**config.mk**
```make
export PLATFORM = sky130hd
export DESIGN_NAME = id_bypass_scoreboard
export DESIGN_NICKNAME = d
export VERILOG_FILES = /design/src/rtl/id_bypass_scoreboard.sv
export SDC_FILE = /design/constraint.sdc
export NUM_CORES = 1
export LEC_CHECK = 0
export BUFFER_PORTS_ARGS = -buffer_cell sky130_fd_sc_hd__buf_2
export CAP_MARGIN = 5
export CORE_UTILIZATION = 35
export DETAILED_ROUTE_END_ITERATION = 12
export GPL_TIMING_DRIVEN = 0
export SYNTH_ARGS = -nofsm -noshare
export SYNTH_HDL_FRONTEND = slang
export SYNTH_SLANG_ARGS = --single-unit
```
**constraint.sdc**
```tcl
create_clock -name clk -period 3.5 [get_ports clk]
set_input_delay 0.7 -clock clk [delete_from_list [all_inputs] [get_ports clk]]
set_output_delay 0.7 -clock clk [all_outputs]
set_load 0.005 [all_outputs]
```
**src/rtl/id_bypass_scoreboard.sv**
```systemverilog
// id_bypass_scoreboard: decode-stage operand bypass and hazard interlock.
// Forwarding sources are prioritised per byte lane (index 0 = youngest). A
// per-register in-flight counter interlocks producers that no forwarding bus
// shows.
// Optional feature: define IDB_STALL_CNT_EN to add the stall_cnt output.
module id_bypass_scoreboard #(
  parameter int unsigned NSRC  = 2,
  parameter int unsigned CNT_W = 2,
  parameter int unsigned NREG  = 32
) (
  input  logic                 clk,
  input  logic                 reset,
  input  logic                 ds_valid,
  input  logic [4:0]           ds_rs,
  input  logic [4:0]           ds_rt,
  input  logic                 ds_use_rs,
  input  logic                 ds_use_rt,
  input  logic [4:0]           ds_dest,
  input  logic                 ds_gr_we,
  input  logic                 ds_fire,
  input  logic [31:0]          rf_rdata1,
  input  logic [31:0]          rf_rdata2,
  input  logic [4*NSRC-1:0]    fwd_valid,
  input  logic [5*NSRC-1:0]    fwd_dest,
  input  logic [32*NSRC-1:0]   fwd_data,
  input  logic [NSRC-1:0]      fwd_blk,
  input  logic [3:0]           rf_we,
  input  logic [4:0]           rf_waddr,
  input  logic [31:0]          rf_wdata,
  input  logic                 ws_retire,
  input  logic [4:0]           ws_dest,
  input  logic                 flush,
  output logic [31:0]          rs_value,
  output logic [31:0]          rt_value,
  output logic                 ds_ready_go,
`ifdef IDB_STALL_CNT_EN
  output logic [31:0]          stall_cnt,
`endif
  output logic                 sb_err
);

  localparam logic [CNT_W-1:0] CNT_MAX = '1;

  logic [CNT_W-1:0] cnt [NREG];
  logic [NREG-1:0]  inc_vec;
  logic [NREG-1:0]  dec_vec;
  logic             inc;
  logic             dec;
  logic             dec_err;
  logic             rs_haz;
  logic             rt_haz;
  logic             issue_haz;

  // Per-lane source selection: youngest matching valid source, then the
  // writeback port, then the regfile. Register 0 always reads as zero.
  function automatic logic [31:0] bypass(
    input logic [4:0]         r,
    input logic [31:0]        rf_data,
    input logic [4*NSRC-1:0]  f_valid,
    input logic [5*NSRC-1:0]  f_dest,
    input logic [32*NSRC-1:0] f_data,
    input logic [3:0]         w_we,
    input logic [4:0]         w_addr,
    input logic [31:0]        w_data
  );
    logic [31:0] val;
    logic        found;
    val = rf_data;
    for (int unsigned b = 0; b < 4; b++) begin
      if (w_we[b] && (w_addr == r)) begin
        val[8*b +: 8] = w_data[8*b +: 8];
      end
      found = 1'b0;
      for (int unsigned i = 0; i < NSRC; i++) begin
        if (!found && (f_dest[5*i +: 5] == r) && f_valid[4*i + b]) begin
          val[8*b +: 8] = f_data[32*i + 8*b +: 8];
          found         = 1'b1;
        end
      end
    end
    if (r == 5'd0) begin
      val = '0;
    end
    return val;
  endfunction

  // Operand hazard: the youngest source naming r is still blocked, or r has
  // an in-flight producer that neither a forwarding source nor writeback shows.
  function automatic logic hazard(
    input logic [4:0]       r,
    input logic             use_r,
    input logic [CNT_W-1:0] cnt_r,
    input logic [5*NSRC-1:0] f_dest,
    input logic [NSRC-1:0]  f_blk,
    input logic [3:0]       w_we,
    input logic [4:0]       w_addr
  );
    logic hit;
    logic blk;
    hit = 1'b0;
    blk = 1'b0;
    for (int unsigned i = 0; i < NSRC; i++) begin
      if (!hit && (f_dest[5*i +: 5] == r)) begin
        hit = 1'b1;
        blk = f_blk[i];
      end
    end
    return use_r && (r != 5'd0) &&
           (blk || ((cnt_r != '0) && !hit && !((|w_we) && (w_addr == r))));
  endfunction

  // Operand values and the stall decision.
  always_comb begin
    rs_value    = bypass(ds_rs, rf_rdata1, fwd_valid, fwd_dest, fwd_data,
                         rf_we, rf_waddr, rf_wdata);
    rt_value    = bypass(ds_rt, rf_rdata2, fwd_valid, fwd_dest, fwd_data,
                         rf_we, rf_waddr, rf_wdata);
    rs_haz      = hazard(ds_rs, ds_use_rs, cnt[ds_rs], fwd_dest, fwd_blk,
                         rf_we, rf_waddr);
    rt_haz      = hazard(ds_rt, ds_use_rt, cnt[ds_rt], fwd_dest, fwd_blk,
                         rf_we, rf_waddr);
    issue_haz   = ds_gr_we && (ds_dest != 5'd0) && (cnt[ds_dest] == CNT_MAX);
    ds_ready_go = !(rs_haz || rt_haz || issue_haz);
  end

  // One-hot increment/decrement requests; a flush cancels the issuing write.
  always_comb begin
    inc     = ds_fire && ds_gr_we && (ds_dest != 5'd0) && !flush;
    dec     = ws_retire && (ws_dest != 5'd0);
    inc_vec = '0;
    dec_vec = '0;
    if (inc) begin
      inc_vec[ds_dest] = 1'b1;
    end
    if (dec) begin
      dec_vec[ws_dest] = 1'b1;
    end
    // A paired inc+dec on the same register nets to zero and is not an error.
    dec_err = dec && (cnt[ws_dest] == '0) && !(inc && (ds_dest == ws_dest));
  end

  // In-flight counters: saturate at both ends, flush clears, reset wins.
  always_ff @(posedge clk) begin
    if (reset) begin
      for (int unsigned i = 0; i < NREG; i++) begin
        cnt[i] <= '0;
      end
    end else begin
      for (int unsigned i = 0; i < NREG; i++) begin
        if (flush) begin
          cnt[i] <= '0;
        end else if (inc_vec[i] && !dec_vec[i]) begin
          if (cnt[i] != CNT_MAX) begin
            cnt[i] <= cnt[i] + 1'b1;
          end
        end else if (dec_vec[i] && !inc_vec[i]) begin
          if (cnt[i] != '0) begin
            cnt[i] <= cnt[i] - 1'b1;
          end
        end
      end
    end
  end

  // Sticky underflow flag; survives flush, cleared only by reset.
  always_ff @(posedge clk) begin
    if (reset) begin
      sb_err <= 1'b0;
    end else if (dec_err) begin
      sb_err <= 1'b1;
    end
  end

`ifdef IDB_STALL_CNT_EN
  // Count cycles where a valid instruction is held in ID; wraps naturally.
  always_ff @(posedge clk) begin
    if (reset) begin
      stall_cnt <= '0;
    end else if (ds_valid && !ds_ready_go) begin
      stall_cnt <= stall_cnt + 32'd1;
    end
  end
`else
  logic unused_ds_valid;
  assign unused_ds_valid = ds_valid;
`endif

endmodule

```
==> results.md <==
- CP endpoint kind: flip-flop
- Max stage delay cell, worst path: sky130_fd_sc_hd__a2111oi_0
- Share of flip-flops with an asynchronous set or reset after synthesis: 0
- Final core utilization: 0.456
- Synth cell types: 63
- Vias after detailed routing: 9826
- Num CTS Buffers: 9
- Number of buffers between clock root and the deepest sink: 2
- Most frequent cells after synthesis: sky130_fd_sc_hd__nor2_1, sky130_fd_sc_hd__a21oi_1, sky130_fd_sc_hd__mux2i_1
- Pleak: 5.19 nW
- Portion of the post-synthesis area used by sequential elements: 0.221
- Ranking of synthesized cells by area: sky130_fd_sc_hd__edfxtp_1, sky130_fd_sc_hd__ha_1, sky130_fd_sc_hd__mux2i_1
- Post-DR vias/cell: 5.95
- Setup repair after global routing missed its margin: false
- # DRC: 0
- Most frequent cell on the critical path: sky130_fd_sc_hd__nand2_1
- Power density cells: 246 nW/µm²
- Final worst setup slack: 0.0193 ns
- Post-synth top area share: 0.218
- YS warnings: 0
- Data required time of the critical path: 3.56 ns
- Layout cell share with drive strength beyond 1: 0.322
- DRC violation total after the first TritonRoute iteration: 1041
- Total Routing Usage GR: 0.298
- Number of placement rows: 57
- Upper clock frequency limit: 0.287 GHz
- Synthesized netlist cell count: 1025
- Clock tree from TritonCTS: done
- Placed instance count: 1620
- Post-DR wirelength/cell: 23.5 µm
- DP Worst Slack: -0.536 ns
- Largest net degree at the start of global routing: 19
- Setup slack, reg-to-reg: 1.61 ns
- Global-route wire length before repair: 58500 µm
- Clock slew at the register clock pins of the worst setup and hold paths: 0.06 ns
- Worst clock skew: 0.00800 ns
- Total negative slack for setup checks: 0 ns
- Worst-path cell chain: buf_2, clkbuf_4, and2_1, clkbuf_1, nand2_1, a2111oi_0, nor2_1, nand2_1
- Count of port buffers added during placement: 270
- Register area: 1940 µm²
- Clock latency on the worst-skew pair: 0.35 ns
- Layout fillers: 2534
- Number of buffers added to fix hold violations after cts: 0
- Cell taking the most area after synthesis: sky130_fd_sc_hd__edfxtp_1
- Initial antenna violation count: 6
- TritonCTS Sinks: 65
- #FFs+latches synth: 65
- Count of buffer and inverter cells on the critical path: 3
- Area used by multi-input combinational logic: 6520 µm²
- Kind of critical path: in -> reg
- Fraction of the cycle the final worst path needs: 0.994
- Maximum vdd ir drop: 232 µV
- Worst min-delay path class: reg -> reg
- Synth Flop Type: sky130_fd_sc_hd__edfxtp_1
- Buffer cell driving the clock tree root: sky130_fd_sc_hd__clkbuf_16
- Final Hold Viols: 0
- Area growth from synthesis to layout: 26.7%
- Non-Filler Instances: 1652
- Transition time of the tightest slew-check pin: 1.03 ns
- Startpoint type of the worst setup path: input pin
- Maximum single-stage delay on the critical path: 0.85 ns
- First-pass iteration count of the detailed router: 5
- Via count of the first global-routing pass: 9795
- Number of flops mapped to enable cells by yosys: 64
- Cell with the most instances after synthesis: sky130_fd_sc_hd__nor2_1
- Result of the run: finished clean
- Width of the chip: 161 µm
- Maximum level of the CTS H-tree: 3
- Post-detailed-route count of antenna-violating nets: 0
- DP HPWL: 30500 µm
- Largest fanout of any net on the critical path: 10
- Final Slew Violations: 0
- Data arrival at the endpoint of the critical path: 3.54 ns
- Count of endpoints failing setup in the final report: 0
- Initial core utilization: 0.360
- Post-Synthesis Mean Instance Area: 8.59 µm²
- Combined area of all synthesized cells: 8800 µm²
- WL final: 38900 µm
- Overall die height: 161 µm
- Core area: 24500 µm²
- Time the final worst path needs with I/O delays and setup: 3.48 ns
- Global route overflow: 0
- Critical path's top delay family: simple AND/OR/NAND/NOR gates
- Max-cap violations: 0
- Placer Congestion: 0.966
- Worst slew margin relative to its limit: 0.310
- Number of placed I/O pins: 284
- DIE AREA: 25800 µm²
- Nets: 1598
==> worst register-to-register path, cell delays in order (launching register included) <==
cell and delay [ns]:
sky130_fd_sc_hd__edfxtp_1 0.47, sky130_fd_sc_hd__ha_1 0.23, sky130_fd_sc_hd__a2111oi_0 0.62, sky130_fd_sc_hd__nor2_1 0.15, sky130_fd_sc_hd__nand2_1 0.14
==> repair_timing <==
action | 4_1_cts | 5_1_grt
setup endpoints to repair | 65 | 50
pin swaps | 6 | 1
buffers inserted | 10 | 2
gates resized for setup | 27 | 14
cloned | 0 | 0
==> layout make-up <==
type / count / area share
timing repair buffer: 282 / 0.134
clock buffer: 16 / 0.0243
multi-input combinational: 842 / 0.585
inverter: 69 / 0.0232
buffer: 49 / 0.0224
sequential: 65 / 0.174
antenna: 5 / 0.00112
tap: 324 / 0.0364
==> cell usage in the layout, fill, tap and decap left out, drive strengths merged, types with 5 or more instances in the layout <==
master | netlist | routed
buf | 28 | 308
nor2 | 165 | 165
a21oi | 89 | 89
nand2 | 78 | 78
mux2i | 68 | 68
inv | 68 | 68
a22o | 64 | 64
edfxtp | 64 | 64
ha | 62 | 62
a2111oi | 49 | 49
nor3 | 42 | 42
clkbuf | 22 | 39
xnor2 | 32 | 32
mux4 | 31 | 31
a211oi | 26 | 26
mux2 | 19 | 19
xor2 | 15 | 15
nand3 | 13 | 13
a31oi | 11 | 11
nand2b | 7 | 7
or2 | 7 | 7
and3 | 6 | 6
o21ai | 6 | 6
nor3b | 6 | 6
nor4 | 6 | 6
diode | 0 | 5
nor2b | 5 | 5
or3 | 5 | 5
o22ai | 5 | 5
==> cells by family after synthesis <==
group / count (synthesis) / share of synthesized area
compound gates: 258 / 0.214
buf+inv: 119 / 0.0561
simple gates: 355 / 0.193
other cells: 1 / 0.000426
mux: 118 / 0.181
xor+xnor: 47 / 0.0468
fa+ha+maj: 62 / 0.0881
flops: 65 / 0.221
==> routing by layer <==
metal | track usage | share of wire
met1 | 0.369 | 0.39
met2 | 0.497 | 0.48
met3 | 0.0563 | 0.082
met4 | 0.143 | 0.048
met5 | 0 | 0.00033
==> flip-flops by register name, indices dropped and copies added (netlist names) <==
name and cells:
sb_err 1, cnt 64
==> worst paths after layout <==
| check | cells past startpoint | endpoint | startpoint |
|---|---|---|---|
| worst max-delay path | 8 | cnt[3][1] | ds_dest[1] |
| worst min-delay path | 2 | sb_err | sb_err |
| worst min register to register | 2 | sb_err | sb_err |
| worst max register to register | 4 | cnt[3][1] | cnt[3][0] |
==> where the power goes <==
group          total [mW]  internal (mW)  switching, mW
logic               0.945          0.422          0.523
registers           0.943          0.891         0.0521
clock network       0.856          0.520          0.336
==> stage by stage <==
stage,hold WS (ns),area [µm²],power [mW]
2_1_floorplan,0.460,8810,1.44
3_3_place_gp,0.457,10600,1.85
3_5_place_dp,0.465,10600,1.85
4_1_cts,0.492,11100,2.74
5_1_grt,0.541,11200,2.86
6_report,0.498,11200,2.74
(Power assumes the default switching activity.)
